<file path="src/rtl/resp_checker_fifo.sv">
// resp_checker_fifo
// Response checker for the wave generator environment. Expected characters
// are queued in an internal FIFO by the stimulus side. Each received
// character, qualified by a rising edge of rx_strobe, is compared against
// the FIFO head. The block keeps match, mismatch and framing-error
// statistics plus sticky error flags for the status readout.
//
// Ports
//   clk_rx, rst_clk_rx_n        : clock, asynchronous active-low reset
//   enable                      : checking active
//   exp_push, exp_data, flush   : expected-FIFO write side (flush wins)
//   rx_strobe, rx_data, frm_err : receiver side (edge-qualified levels)
//   clear_cnt                   : clear counters and sticky flags
//   fifo_level/full/empty       : FIFO occupancy
//   chk_valid, chk_err          : one-cycle compare result
//   last_exp, last_rcv          : operands of the last compare
//   match/mismatch/frm_err_cnt  : saturating statistics counters
//   ovf/udf/ovr_sticky          : overflow, underflow, overrun flags
//   done_ok                     : enabled, drained, idle, no sticky flags
module resp_checker_fifo #(
    parameter int DATA_WIDTH = 8,
    parameter int DEPTH_LOG2 = 4,
    parameter int CNT_WIDTH  = 16
) (
    input  logic                  clk_rx,
    input  logic                  rst_clk_rx_n,
    input  logic                  enable,
    input  logic                  exp_push,
    input  logic [DATA_WIDTH-1:0] exp_data,
    input  logic                  flush,
    input  logic                  rx_strobe,
    input  logic [DATA_WIDTH-1:0] rx_data,
    input  logic                  frm_err,
    input  logic                  clear_cnt,
    output logic [DEPTH_LOG2:0]   fifo_level,
    output logic                  fifo_full,
    output logic                  fifo_empty,
    output logic                  chk_valid,
    output logic                  chk_err,
    output logic [DATA_WIDTH-1:0] last_exp,
    output logic [DATA_WIDTH-1:0] last_rcv,
    output logic [CNT_WIDTH-1:0]  match_cnt,
    output logic [CNT_WIDTH-1:0]  mismatch_cnt,
    output logic [CNT_WIDTH-1:0]  frm_err_cnt,
    output logic                  ovf_sticky,
    output logic                  udf_sticky,
    output logic                  ovr_sticky,
    output logic                  done_ok
);
    localparam int DEPTH = 2 ** DEPTH_LOG2;

    typedef enum logic [1:0] {IDLE, SAMPLE, REPORT} state_t;

    state_t                  state, state_nx;
    logic [DATA_WIDTH-1:0]   mem [DEPTH];
    logic [DEPTH_LOG2-1:0]   wr_ptr, rd_ptr;
    logic                    strobe_d, frm_d;
    logic                    udf_pend;       // compare started on an empty FIFO
    logic                    strobe_edge, frm_edge, start, pop, push_ok;

    function automatic logic [CNT_WIDTH-1:0] sat_inc(input logic [CNT_WIDTH-1:0] v);
        return (&v) ? v : v + CNT_WIDTH'(1);
    endfunction

    assign strobe_edge = rx_strobe & ~strobe_d;
    assign frm_edge    = frm_err & ~frm_d;
    assign start       = (state == IDLE) & strobe_edge & enable;
    assign pop         = start & ~fifo_empty;
    // A pop in the same cycle frees a slot, so a push while full still fits.
    assign push_ok     = exp_push & ~flush & (~fifo_full | pop);

    assign fifo_full  = (fifo_level == (DEPTH_LOG2+1)'(DEPTH));
    assign fifo_empty = (fifo_level == '0);
    assign chk_valid  = (state == REPORT);
    assign chk_err    = chk_valid & ((last_rcv != last_exp) | udf_pend);
    assign done_ok    = enable & fifo_empty & (state == IDLE) &
                        ~(ovf_sticky | udf_sticky | ovr_sticky);

    always_comb begin
        state_nx = state;
        case (state)
            IDLE:    if (start) state_nx = SAMPLE;
            SAMPLE:  state_nx = REPORT;
            REPORT:  state_nx = IDLE;
            default: state_nx = IDLE;
        endcase
    end

    // Storage carries no reset; validity is tracked by the pointers/level.
    always_ff @(posedge clk_rx) begin
        if (push_ok) mem[wr_ptr] <= exp_data;
    end

    always_ff @(posedge clk_rx or negedge rst_clk_rx_n) begin
        if (!rst_clk_rx_n) begin
            wr_ptr     <= '0;
            rd_ptr     <= '0;
            fifo_level <= '0;
        end else if (flush) begin
            wr_ptr     <= '0;
            rd_ptr     <= '0;
            fifo_level <= '0;
        end else begin
            if (push_ok) wr_ptr <= wr_ptr + 1'b1;
            if (pop)     rd_ptr <= rd_ptr + 1'b1;
            case ({push_ok, pop})
                2'b10:   fifo_level <= fifo_level + 1'b1;
                2'b01:   fifo_level <= fifo_level - 1'b1;
                default: fifo_level <= fifo_level;
            endcase
        end
    end

    always_ff @(posedge clk_rx or negedge rst_clk_rx_n) begin
        if (!rst_clk_rx_n) begin
            state    <= IDLE;
            strobe_d <= 1'b0;
            frm_d    <= 1'b0;
            udf_pend <= 1'b0;
            last_exp <= '0;
            last_rcv <= '0;
        end else begin
            state    <= state_nx;
            strobe_d <= rx_strobe;
            frm_d    <= frm_err;
            if (start) begin
                last_exp <= pop ? mem[rd_ptr] : '0;
                udf_pend <= ~pop;
            end
            // Data sampled one cycle after the edge for data-valid margin.
            if (state == SAMPLE) last_rcv <= rx_data;
        end
    end

    // Statistics; clear_cnt overrides any increment or flag set that cycle.
    always_ff @(posedge clk_rx or negedge rst_clk_rx_n) begin
        if (!rst_clk_rx_n) begin
            match_cnt    <= '0;
            mismatch_cnt <= '0;
            frm_err_cnt  <= '0;
            ovf_sticky   <= 1'b0;
            udf_sticky   <= 1'b0;
            ovr_sticky   <= 1'b0;
        end else if (clear_cnt) begin
            match_cnt    <= '0;
            mismatch_cnt <= '0;
            frm_err_cnt  <= '0;
            ovf_sticky   <= 1'b0;
            udf_sticky   <= 1'b0;
            ovr_sticky   <= 1'b0;
        end else begin
            if (chk_valid & ~chk_err) match_cnt    <= sat_inc(match_cnt);
            if (chk_err)              mismatch_cnt <= sat_inc(mismatch_cnt);
            if (frm_edge & enable)    frm_err_cnt  <= sat_inc(frm_err_cnt);
            if (exp_push & ~flush & fifo_full & ~pop) ovf_sticky <= 1'b1;
            if (start & fifo_empty)                   udf_sticky <= 1'b1;
            if (strobe_edge & (state != IDLE))        ovr_sticky <= 1'b1;
        end
    end
endmodule

</file>
<file path="config.mk">
export PLATFORM = sky130hd
export DESIGN_NAME = resp_checker_fifo
export DESIGN_NICKNAME = d
export VERILOG_FILES = /design/src/rtl/resp_checker_fifo.sv
export SDC_FILE = /design/constraint.sdc
export NUM_CORES = 1
export LEC_CHECK = 0
export ABC_AREA = 0
export CAP_MARGIN = 20
export CELL_PAD_IN_SITES_DETAIL_PLACEMENT = 0
export CELL_PAD_IN_SITES_GLOBAL_PLACEMENT = 1
export CORE_ASPECT_RATIO = 0.7
export CORE_MARGIN = 1
export CORE_UTILIZATION = 48
export CTS_BUF_LIST = sky130_fd_sc_hd__clkbuf_4 sky130_fd_sc_hd__clkbuf_8
export DETAILED_ROUTE_END_ITERATION = 10
export PLACE_DENSITY_LB_ADDON = 0.1
export SLEW_MARGIN = 20
export SYNTH_ARGS = -nofsm -noshare
export SYNTH_HDL_FRONTEND = slang
export SYNTH_SLANG_ARGS = --single-unit
</file>
<file path="constraint.sdc">
create_clock -name clk_rx -period 3.4 [get_ports clk_rx]
set_input_delay 0.85 -clock clk_rx [delete_from_list [all_inputs] [get_ports clk_rx]]
set_output_delay 0.85 -clock clk_rx [all_outputs]
set_load 0.03 [all_outputs]
</file>
After elaboration in Yosys (flattened, before gate mapping)
Memory sizes are Yosys's and may differ from the RTL's.
Index checks and enable logic that the tools add are counted.

storage, ports and cells
  register bits after elaboration = 85
  RAM bits = 128
  output and inout bits = 77
  word-level logic and storage cells = 106
  memories kept = 1

memory list
  name  depth  bits a word  read ports  clocked after memory_dff  write ports  RTL line  source
  mem   16     8            1           0                         1            55        logic [DATA_WIDTH-1:0] mem [DEPTH];

operators by class
  add/sub/neg operators = 7
  equal/unequal tests = 10
  muxes and demuxes = 26
  bitwise gates (word level) = 29
  reduce and logical (&&, ||, !) cells = 18

operators with widths
  kind                                               number
  two-way mux 16 bit                                 9
  adder 16 x 1 -> 16 bit (second input constant)     3
  AND reduction 16 bit                               3
  nonzero test 2 bit                                 9
  bitwise AND 1 bit                                  17
  two-way mux 4 bit                                  4
  one-hot mux 5 bit (2 select lines)                 1
  adder 4 x 1 -> 4 bit (second input constant)       2
  two-way mux 1 bit                                  8
  two-way mux 8 bit                                  1
  != test 2 bit (second input constant)              4
  != test 8 bit                                      1
  NOT 1 bit                                          8
  AND reduction 2 bit                                3
  adder 5 x 1 -> 5 bit (second input constant)       1
  == test 5 bit (second input constant)              1
  zero test 5 bit                                    1
  two-way mux 5 bit                                  1
  subtractor 5 x 1 -> 5 bit (second input constant)  1
  == test 2 x 1 -> 1 bit (second input constant)     2
  == test 2 bit (second input constant)              2
  bitwise OR 1 bit                                   4
  one-hot mux 2 bit (2 select lines)                 1
  nonzero test 3 bit                                 1
  other kinds (2)                                    2

Logic depth before layout (Yosys ltp)
Gate-level depths: netlist of the first run.

  word-level depth = 10
  gate-level depth with buffers = 11
  depth with buffers taken out = 10

Worst setup path before layout of the first run
OpenSTA, ideal clock, no wires.

  path kind = input-to-reg
  start = input enable
  end = register fifo_level[4]
  arrival time = 3,123 ps
  data required time = 3,275 ps
  slack = 153 ps
  stages on the path = 9
  buffers on the path = 0
  cells stage by stage = or3b_2 > a211oi_1 > nand2_1 > inv_1 > ha_1 > nor2b_1 > o21a_1 > o32ai_1 > mux2_2

on the way
  cells in the longest elaborated chain, start to end = 7
  elaborated cells between the ends (all ways) = 9
  those cells by class = eq/ne: 2; mux: 2; bitwise: 4; reduce/logical: 1

ends and longest elaborated chain
  element                                                  RTL line  source
  start: declaration                                       27        input logic enable,
  bitwise AND 1 bit (*)                                    67        assign start = (state == IDLE) & strobe_edge & enable;
  bitwise AND 1 bit (*)                                    68        assign pop = start & ~fifo_empty;
  bitwise OR 1 bit                                         70        assign push_ok = exp_push & ~flush & (~fifo_full | pop);
  bitwise AND 1 bit                                        70
  == test 2 x 1 -> 1 bit or == test 2 bit (tied branches)  106       case ({push_ok, pop})
  one-hot mux 5 bit (2 select lines)                       106
  two-way mux 5 bit                                        99        end else if (flush) begin
  end signal: assignment                                   107       2'b10: fifo_level <= fifo_level + 1'b1;
  end signal: assignment                                   108       2'b01: fifo_level <= fifo_level - 1'b1;
  end signal: assignment                                   109       default: fifo_level <= fifo_level;
  end: declaration                                         35        output logic [DEPTH_LOG2:0] fifo_level,

Mark *: on every way between the ends. The rest lies on a longest branch, timed or not.
A chain may end at the register's enable or synchronous reset.

Worst setup path in the final report of the first run
Same ends and word-level chain as after synthesis.

==> results of run 1 <==
## state kept, by name, summed over array words and instances (netlist names), 2 cells and up
register      count
wr_ptr            4
mem             128
frm_err_cnt      16
last_exp          8
match_cnt        16
rd_ptr            4
mismatch_cnt     16
last_rcv          8
state             2
fifo_level        5
## cells in the final DEF, fill, tap and decap left out, types with 15 or more instances in the layout
master / netlist / final
xnor2_1: 17 / 17
clkbuf_8: 0 / 39
inv_1: 16 / 16
nand4_1: 16 / 16
nor3_1: 19 / 18
nor2b_1: 21 / 21
a21oi_1: 23 / 23
edfxtp_1: 128 / 128
nand2_1: 31 / 31
nand3_1: 22 / 22
dfrtp_1: 85 / 84
mux4_2: 32 / 32
or4_1: 15 / 15
nor2_1: 60 / 60
buf_4: 0 / 34
mux2_2: 24 / 24
clkdlybuf4s50_1: 0 / 96
o21ai_0: 16 / 16
## worst max-delay path, stage by stage
cell             delay [ns]
clkdlybuf4s50_1        0.51
or3b_2                 0.48
a211oi_1               0.26
nand2_1                0.15
fa_1                   0.40
nor2b_1                0.21
o21a_1                 0.18
o21ai_0                0.09
o32ai_1                0.16
mux2_2                 0.36
## area by class of cell
class / count / area, um2
tap: 264 / 330
clock buffer: 52 / 634
fill: 1511 / 7490
sequential: 213 / 5970
timing repair buffer: 132 / 1230
multi-input combinational: 426 / 3290
inverter: 17 / 63.8
clock inverter: 9 / 72.6
## worst min-delay path by stage
stage               slack (ns)             to  cells after the start
floorplan                 0.45       udf_pend                      1
global placement          0.47       udf_pend                      1
detailed placement        0.49       udf_pend                      1
CTS                       0.43   match_cnt[7]                      1
global route              0.46   match_cnt[7]                      1
finish                    0.41  match_cnt[12]                      1
## power breakdown
group          internal [mW]  total [mW]  switching [mW]  leakage, nW
combinational          0.230       0.542           0.312         1.50
sequential              2.81        2.88          0.0657         2.31
clock                   1.27        2.27           0.997        0.378
total                   4.32        5.69            1.37         4.19
## metal layers
layer	vias to the layer above	global-route usage	wire length (um)
met5	-	0	0
met4	0	0.0552	237
met3	24	0.0515	1690
met2	242	0.299	8770
met1	3138	0.354	10800
li1	2909	-	-
## metrics by stage
step | instance area [um2] | power (mW) | setup WS (ns) | std cells | TNS (ns)
after floorplan | 9460 | 3.20 | 0.153 | 691 | 0
after global placement | 10900 | 3.46 | -0.258 | 1052 | -0.258
after detailed placement | 10900 | 3.48 | -0.347 | 1052 | -0.405
after CTS | 11600 | 5.74 | 0.0960 | 1113 | 0
after global routing | 11600 | 5.92 | 0.0488 | 1113 | 0
final | 11600 | 5.69 | 0.150 | 1113 | 0
## repair_timing
item,in CTS,in global routing
setup buffers,0,0
hold buffers,0,0
gates resized for setup,1,0
endpoints found under the setup margin,1,0
## logic make-up after synthesis
kind of cell / count (synthesis) / synth area share
and+or+nand+nor: 240 / 0.135
DFF: 213 / 0.631
adders and majority gates: 12 / 0.0167
AOI/OAI and AO/OA: 88 / 0.0622
buffers and inverters: 52 / 0.0220
xor gates and xnor gates: 28 / 0.0259
muxes: 58 / 0.107
==> results.sh, run 1 <==
export IMPL_setup_repair_after_global_routing_missed_its_margin="no"
export IMPL_firstDrtPassIters=5
export IMPL_critical_path_arrival_ns=3.64
export IMPL_timing_critical_path_required_ns=3.79
export IMPL_tritoncts_num_buffers=34
export IMPL_yosysSeqAreaShare=0.631
export IMPL_synth_edf_count=128
export IMPL_synthesis_instances=691
export IMPL_clock_tree_from_tritoncts="built"
export IMPL_grt_overflow_total=0
export IMPL_crit_reg2reg_launch="last_exp[1]"
export IMPL_max_clock_freq_mhz=308
export IMPL_period_share=0.956
export IMPL_clock_tree_htree_level_count=2
export IMPL_setup_violations_final=0
export IMPL_ff2ff_setup_slack_ns=0.47
export IMPL_clkSinkCount=213
export IMPL_max_slew_margin=0.366
export IMPL_antenna_diode_count=0
export IMPL_dpl_hpwl_um=14700
export IMPL_yosysTopAreaCellShare=0.406
export IMPL_worst_setup_hold_path_clk_slew_ns=0.06
export IMPL_detail_route_drc_violations=0
export IMPL_cap_viol_max_count=0
export IMPL_ir_drop_mv=0.291
export IMPL_tightestPinTransition_ns=0.949
export IMPL_finalCoreUtilization=0.608
export IMPL_synth_area_leaders="edfxtp_1 (41%), dfrtp_1 (22%), mux4_2 (7.6%), mux2_2 (2.9%), nor2_1 (2.4%)"
export IMPL_dieArea_mm2=0.0203
export IMPL_drt_iter0_drc=479
export IMPL_synth_cell_count_leaders="edfxtp_1 (128), dfrtp_1 (85), nor2_1 (60)"
export IMPL_fp_row_count=42
export IMPL_cts_root_to_sink_buffers=3
export IMPL_hold_path_class="input port to async pin"
export IMPL_wl_per_cell_um=19.3
export IMPL_end_kind="register"
export IMPL_critPathCapture="fifo_level[4]"
export IMPL_gp_congestion=0.820
export IMPL_grt_total_usage=0.221
export IMPL_power_density_mw_per_mm2=491
export IMPL_coreArea_mm2=0.0191
export IMPL_worstSkewPairLatency_ns=0.51
export IMPL_grt_antenna_before_repair=0
export IMPL_finalClockSkew_ns=0.0160
export IMPL_grt_pass1_wl_um=34100
export IMPL_syn2layout_area_growth_pct=22.5
export IMPL_die_x_um=170
export IMPL_clockRootBuffer="clkbuf_8"
export IMPL_route_vias_total=6313
export IMPL_post_synth_arst_share=0.399
export IMPL_finalNetCount=860
export IMPL_synth_area_leader_cell="edfxtp_1"
export IMPL_slew_violations=0
export IMPL_num_io_pins=101
export IMPL_ant_nets=0
export IMPL_grt_pass1_vias=6061
export IMPL_crit_path_max_fanout=2
export IMPL_holdWs_ns=0.408
export IMPL_synth_cell_area_mm2=0.00946
export IMPL_crit_path_start="enable"
export IMPL_synth_most_common_cell="edfxtp_1"
export IMPL_run_status="finished clean"
export IMPL_synth_cell_types=53
export IMPL_wl_um=21500
export IMPL_pin_count_of_the_biggest_net_entering_global_routing=61
export IMPL_critical_path_class="input port to register"
export IMPL_report_final_hold_viol_count=0
export IMPL_rr_endpoint="match_cnt[8]"
export IMPL_syn_area_per_cell_um2=13.7
export IMPL_dominant_register_cell_in_the_synthesized_netlist="edfxtp_1"
export IMPL_final_layout_size_suffix_gt1_frac=0.186
export IMPL_timing_critical_path_from_type="input port"
export IMPL_worst_r2r_cell_count=5
export IMPL_synth_warnings=0
export IMPL_postSynthNetCount=727
export IMPL_die_h_um=119
export IMPL_routed_via_density=5.67
export IMPL_place_port_buffers=100
export IMPL_timing_final_crit_period_ns=3.25
export IMPL_start_util=0.496
export IMPL_synth_ff_latch_count=213
export IMPL_p_leak_nw=4.19
(Power assumes the default switching activity.)
==> run 2, diff against run 1 <==
- ABC_AREA: 0 -> 1
- CAP_MARGIN: 20 -> default
- CORE_UTILIZATION: 48 -> 46
- GPL_TIMING_DRIVEN: default -> 1
==> results.sh, run 2 <==
export IMPL_synth_cell_types=47
export IMPL_synth_area_leader_cell="edfxtp_1"
export IMPL_slew_violations=0
export IMPL_cap_viol_max_count=0
export IMPL_ff2ff_setup_slack_ns=1.14
export IMPL_setup_repair_after_global_routing_missed_its_margin="no"
export IMPL_yosysTopAreaCellShare=0.370
export IMPL_synthesis_instances=1109
export IMPL_grt_antenna_before_repair=0
export IMPL_num_io_pins=101
export IMPL_synth_most_common_cell="nand2_1"
export IMPL_postSynthNetCount=1145
export IMPL_synth_cell_count_leaders="nand2_1 (256), nor2_1 (162), edfxtp_1 (128)"
export IMPL_power_density_mw_per_mm2=461
export IMPL_synth_area_leaders="edfxtp_1 (37%), dfrtp_1 (20%), nand2_1 (9.3%), nor2_1 (5.9%), o21ai_0 (4.5%)"
export IMPL_layout_common_cells="nand2_1 (256), nor2_1 (162), edfxtp_1 (128), clkdlybuf4s50_1 (98), o21ai_0 (93)"
export IMPL_syn2layout_area_growth_pct=19.3
export IMPL_cts_resized=0
export IMPL_rr_endpoint="fifo_level[4]"
export IMPL_max_clock_freq_mhz=310
export IMPL_end_kind="primary output"
export IMPL_registers_top_by_ff_count="mem"
export IMPL_finalClockSkew_ns=0.0134
export IMPL_setup_violations_final=0
export IMPL_detailedPlace_worstSlack_ns=0.211
export IMPL_place_port_buffers=100
export IMPL_holdWs_ns=0.435
export IMPL_route_vias_total=7955
export IMPL_crit_path_top_delay_cell="clkdlybuf4s50_1"
export IMPL_worst_r2r_cell_count=17
export IMPL_tightestPinTransition_ns=0.946
export IMPL_worstSkewPairLatency_ns=0.52
export IMPL_period_share=0.948
export IMPL_report_power_total_mw=5.71
export IMPL_grt_total_usage=0.235
export IMPL_crit_reg2reg_launch="state[0]"
export IMPL_dominant_register_cell_in_the_synthesized_netlist="edfxtp_1"
export IMPL_worst_setup_hold_path_clk_slew_ns=0.06
export IMPL_pin_count_of_the_biggest_net_entering_global_routing=80
export IMPL_layout_setup_ws_ns=0.178
export IMPL_p_leak_nw=5.00
export IMPL_timing_critical_path_depth=8
export IMPL_dieArea_mm2=0.0232
export IMPL_critPathCapture="chk_err"
export IMPL_timing_critical_path_required_ns=2.55
export IMPL_gp_congestion=0.871
export IMPL_pwr_share_seq=0.507
export IMPL_report_final_hold_viol_count=0
export IMPL_dpl_hpwl_um=17700
export IMPL_placed_cell_area_mm2=0.0117
export IMPL_coreArea_mm2=0.0219
export IMPL_finalNetCount=1269
export IMPL_syn_area_per_cell_um2=9.36
export IMPL_crit_path_start="last_exp[0]"
export IMPL_synth_edf_count=128
export IMPL_post_cts_buffers=0
export IMPL_timing_critical_path_from_type="register"
export IMPL_layout_commonest_cell="nand2_1"
export IMPL_worstPathBufferInverterCount=3
export IMPL_critical_path_top_delay_family="buffers and inverters"
export IMPL_finalCoreUtilization=0.565
export IMPL_fp_row_count=45
export IMPL_intPower_mw=4.19
export IMPL_timing_final_crit_period_ns=3.22
export IMPL_synth_cell_area_mm2=0.0104
export IMPL_ant_nets=0
export IMPL_ir_drop_mv=0.228
export IMPL_hold_path_class="input port to async pin"
export IMPL_total_switching_power_mw=1.52
export IMPL_cts_root_to_sink_buffers=3
export IMPL_max_slew_margin=0.369
export IMPL_antenna_diode_count=0
export IMPL_firstDrtPassIters=5
export IMPL_synth_warnings=0
export IMPL_layoutNonFillerInstCount=1540
export IMPL_largest_reg_flops=128
export IMPL_yosysSeqAreaShare=0.575
export IMPL_clockRootBuffer="clkbuf_8"
export IMPL_synth_ff_latch_count=213
export IMPL_power_frac_clock=0.382
export IMPL_clkSinkCount=213
export IMPL_critical_path_class="register to primary output"
export IMPL_clock_tree_from_tritoncts="built"
export IMPL_die_h_um=128
export IMPL_placedCellCount=1478
export IMPL_die_x_um=182
export IMPL_p_comb_frac=0.111
export IMPL_tritoncts_num_buffers=35
export IMPL_sw_frac_of_total=0.267
export IMPL_timing_critical_path_cells="inv_1 -> nand2_1 -> nand3_1 -> inv_1 -> nand2_1 -> nor2_4 -> a21boi_0 -> clkdlybuf4s50_1"
export IMPL_run_status="finished clean"
export IMPL_start_util=0.474
export IMPL_grt_pass1_wl_um=42200
export IMPL_grt_overflow_total=0
export IMPL_fillerInstances=1968
export IMPL_clock_tree_htree_level_count=2
export IMPL_crit_path_max_incr_delay_ns=0.73
export IMPL_wl_um=26500
export IMPL_postCtsHoldBufs=0
export IMPL_wl_per_cell_um=17.2
export IMPL_drt_iter0_drc=617
export IMPL_totalNegativeSetupSlack_ns=0
export IMPL_detail_route_drc_violations=0
export IMPL_final_layout_size_suffix_gt1_frac=0.115
export IMPL_routed_via_density=5.17
export IMPL_layout_cell_area_non_filler_mm2=0.0124
export IMPL_crit_path_max_fanout=4
export IMPL_critical_path_arrival_ns=2.37
export IMPL_grt_pass1_vias=7493
export IMPL_post_synth_arst_share=0.399
-- run 2: cell types whose count changed in the layout (fill, tap and decap cells not counted), moves of 12 or more --
cell	before	now
inv_1	16	74
mux2_2	24	0
mux4_2	32	0
nand2_1	31	256
nand2_2	0	16
nand3_1	22	87
nor2_1	60	162
nor2b_1	21	0
nor4_1	12	0
o21ai_0	16	93
o31ai_1	13	0
or4_1	15	0
xor2_1	11	25
-- run 2: layout make-up --
| type | instances | area (um2) | share of cell area |
|---|---|---|---|
| tap | 282 | 353 | 0.0285 |
| clock inverter | 17 | 105 | 0.00849 |
| sequential | 213 | 5970 | 0.482 |
| inverter | 86 | 323 | 0.0261 |
| clock buffer | 45 | 557 | 0.0450 |
| multi-input combinational | 768 | 3850 | 0.311 |
| timing repair buffer | 129 | 1230 | 0.0990 |
-- run 2: power groups by stage --
stage / combinational, mW / clock, mW / sequential, mW
final: 0.633 / 2.18 / 2.90
after global routing: 0.695 / 2.35 / 2.91
after CTS: 0.638 / 2.23 / 2.90
after detailed placement: 0.635 / 0 / 2.95
after global placement: 0.634 / 0 / 2.95
after floorplan: 0.264 / 0 / 3.03
-- run 2: metal layers --
metal	part of all wire	wire (um)	GRT usage
met1	0.51	13400	0.367
met2	0.41	10900	0.337
met3	0.067	1770	0.0469
met4	0.013	339	0.0479
met5	0	0	0
-- run 2: cell families (layout without fill, tap and decap cells) --
group,after synthesis,after routing,share of synthesized area
xor+xnor,32,32,0.0270
fa+ha+maj,12,12,0.0152
simple gates,583,583,0.254
flops,213,213,0.575
buf+inv,128,277,0.0542
compound gates,141,141,0.0747
-- run 2: how the worst min path moves through the flow --
| stage | slack, ns | to | cells after the start | startpoint |
|---|---|---|---|---|
| 4_1_cts | 0.49 | frm_err_cnt[7] | 1 | rst_clk_rx_n |
| 3_3_place_gp | 0.51 | last_exp[4] | 2 | last_exp[4] |
| 6_report | 0.44 | last_rcv[6] | 1 | rst_clk_rx_n |
| 3_5_place_dp | 0.52 | last_exp[4] | 2 | last_exp[4] |
| 5_1_grt | 0.51 | last_rcv[6] | 1 | rst_clk_rx_n |
| 2_1_floorplan | 0.50 | udf_pend | 2 | udf_pend |
-- run 2: worst register-to-register path, stage by stage, from the launching register on --
cell,delay (ns)
dfrtp_1,0.41
nor2_2,0.15
nand2_2,0.12
nor2_8,0.12
nand2_4,0.10
nor2_4,0.16
inv_2,0.09
fa_1,0.38
inv_1,0.06
nand2_1,0.07
nand2_1,0.06
a21oi_1,0.07
inv_1,0.06
nand2_1,0.06
nand3_1,0.08
nand2_1,0.05
nand2_1,0.05
nand2_1,0.05
==> run 3, diff against run 2 <==
- ABC_AREA: 1 -> 0
- CORE_UTILIZATION: 46 -> 48
- SETUP_SLACK_MARGIN: default -> 0.2
==> results.sh, run 3 (synthesized netlist as in run 1, its figures left out) <==
export IMPL_setup_violations_final=0
export IMPL_antenna_diode_count=0
export IMPL_period_share=0.910
export IMPL_critical_path_top_delay_family="simple AND/OR/NAND/NOR gates"
export IMPL_wl_per_cell_um=19.8
export IMPL_setup_repair_after_global_routing_missed_its_margin="no"
export IMPL_clock_tree_htree_level_count=2
export IMPL_run_status="finished clean"
export IMPL_clockRootBuffer="clkbuf_8"
export IMPL_ir_drop_mv=0.285
export IMPL_layout_common_cells="edfxtp_1 (128), clkdlybuf4s50_1 (93), dfrtp_1 (84), nor2_1 (60), clkbuf_8 (37)"
export IMPL_registers_top_by_ff_count="mem"
export IMPL_clkSinkCount=213
export IMPL_dpl_hpwl_um=14800
export IMPL_tightestPinTransition_ns=0.896
export IMPL_hold_path_class="input port to async pin"
export IMPL_layout_commonest_cell="edfxtp_1"
export IMPL_totalNegativeSetupSlack_ns=0
export IMPL_num_io_pins=101
export IMPL_timing_critical_path_cells="or4_1 -> nor2_1 -> dlygate4sd2_1"
export IMPL_crit_path_max_incr_delay_ns=0.60
export IMPL_tritoncts_num_buffers=35
export IMPL_grt_antenna_before_repair=0
export IMPL_cts_root_to_sink_buffers=3
export IMPL_ant_nets=0
export IMPL_grt_pass1_vias=6301
export IMPL_crit_path_top_delay_cell="or4_1"
export IMPL_syn2layout_area_growth_pct=22.6
export IMPL_firstDrtPassIters=5
export IMPL_report_power_total_mw=5.67
export IMPL_cap_viol_max_count=0
export IMPL_wl_um=22100
export IMPL_drt_iter0_drc=542
export IMPL_ff2ff_setup_slack_ns=0.50
export IMPL_power_density_mw_per_mm2=489
export IMPL_final_layout_size_suffix_gt1_frac=0.188
export IMPL_dieArea_mm2=0.0203
export IMPL_die_x_um=170
export IMPL_grt_total_usage=0.226
export IMPL_p_leak_nw=4.21
export IMPL_placedCellCount=1050
export IMPL_max_clock_freq_mhz=323
export IMPL_postCtsHoldBufs=0
export IMPL_detail_route_drc_violations=0
export IMPL_fp_row_count=42
export IMPL_pin_count_of_the_biggest_net_entering_global_routing=86
export IMPL_finalClockSkew_ns=0.0141
export IMPL_routed_via_density=5.68
export IMPL_timing_critical_path_required_ns=2.55
export IMPL_largest_reg_flops=128
export IMPL_timing_final_crit_period_ns=3.09
export IMPL_grt_pass1_wl_um=34800
export IMPL_multi_input_comb_area_mm2=0.00330
export IMPL_report_final_hold_viol_count=0
export IMPL_place_port_buffers=100
export IMPL_timing_critical_path_from_type="register"
export IMPL_clock_tree_from_tritoncts="built"
export IMPL_coreArea_mm2=0.0191
export IMPL_worstSkewPairLatency_ns=0.52
export IMPL_layout_setup_ws_ns=0.307
export IMPL_detailedPlace_worstSlack_ns=-0.239
export IMPL_layoutNonFillerInstCount=1114
export IMPL_crit_path_max_fanout=5
export IMPL_slew_violations=0
export IMPL_worstPathBufferInverterCount=1
export IMPL_worst_setup_hold_path_clk_slew_ns=0.07
export IMPL_end_kind="primary output"
export IMPL_grt_overflow_total=0
export IMPL_finalNetCount=859
export IMPL_seq_area_mm2=0.00597
export IMPL_fillerInstances=1495
export IMPL_critical_path_class="register to primary output"
export IMPL_route_vias_total=6324
export IMPL_critical_path_arrival_ns=2.24
export IMPL_finalCoreUtilization=0.608
export IMPL_die_h_um=119
export IMPL_start_util=0.496
export IMPL_max_slew_margin=0.401
export IMPL_gp_congestion=0.864
run 3: cell count changes in the layout (fill, tap and decap cells not counted), sizes merged, moves of 10 or more:
cell	previous run	this run
inv	83	18
mux2	0	24
mux4	0	32
nand2	276	31
nand3	93	22
nor2	173	60
nor2b	0	21
nor4	0	12
o21ai	100	16
o31ai	0	13
or4	0	16
xnor2	7	17
xor2	25	11
run 3: worst paths after layout:
| path | start | endpoint | depth (start not counted) |
|---|---|---|---|
| max | fifo_level[1] | fifo_empty | 3 |
| min | rst_clk_rx_n | match_cnt[12] | 2 |
| max reg2reg | last_exp[1] | match_cnt[9] | 5 |
| min reg2reg | last_exp[3] | last_exp[3] | 2 |
| max in group asynchronous | rst_clk_rx_n | rd_ptr[0] | 2 |
| min in group clk_rx | last_exp[3] | last_exp[3] | 2 |
run 3: routing by layer:
| metal | routed length, um | global-route usage |
|---|---|---|
| met5 | 0 | 0 |
| met4 | 379 | 0.0631 |
| met1 | 10800 | 0.354 |
| met3 | 1520 | 0.0459 |
| met2 | 9320 | 0.319 |
run 3: per-stage QoR:
stage                     area, um2  hold slack [ns]
after floorplan                9470            0.451
after global placement        10900            0.503
after detailed placement      10900            0.520
after CTS                     11600            0.379
after global routing          11600            0.386
final                         11600            0.367
run 3: layout make-up:
cell class / count / share of cell area
sequential: 213 / 0.515
multi-input combinational: 426 / 0.284
timing repair buffer: 130 / 0.106
clock buffer: 51 / 0.0530
tap: 264 / 0.0285
clock inverter: 13 / 0.00788
inverter: 17 / 0.00550
run 3: where the power goes:
part	leakage, nW	internal [mW]	switching (mW)	total, mW
sequential	2.31	2.81	0.0649	2.88
clock	0.371	1.25	1.01	2.25
combinational	1.53	0.228	0.311	0.539
total	4.21	4.29	1.38	5.67
run 3: what timing repair did:
item | in CTS | in global routing
gates resized for setup | 2 | 6
endpoints found under the setup margin | 2 | 4
pin swaps | 0 | 3
buffers inserted | 0 | 0
run 3: worst reg2reg max path, stage by stage, from the launching register on:
cell and delay (ns):
dfrtp_1 0.41, xor2_1 0.18, or4_4 0.52, or4_1 0.84, nor4_1 0.47, mux2_2 0.37
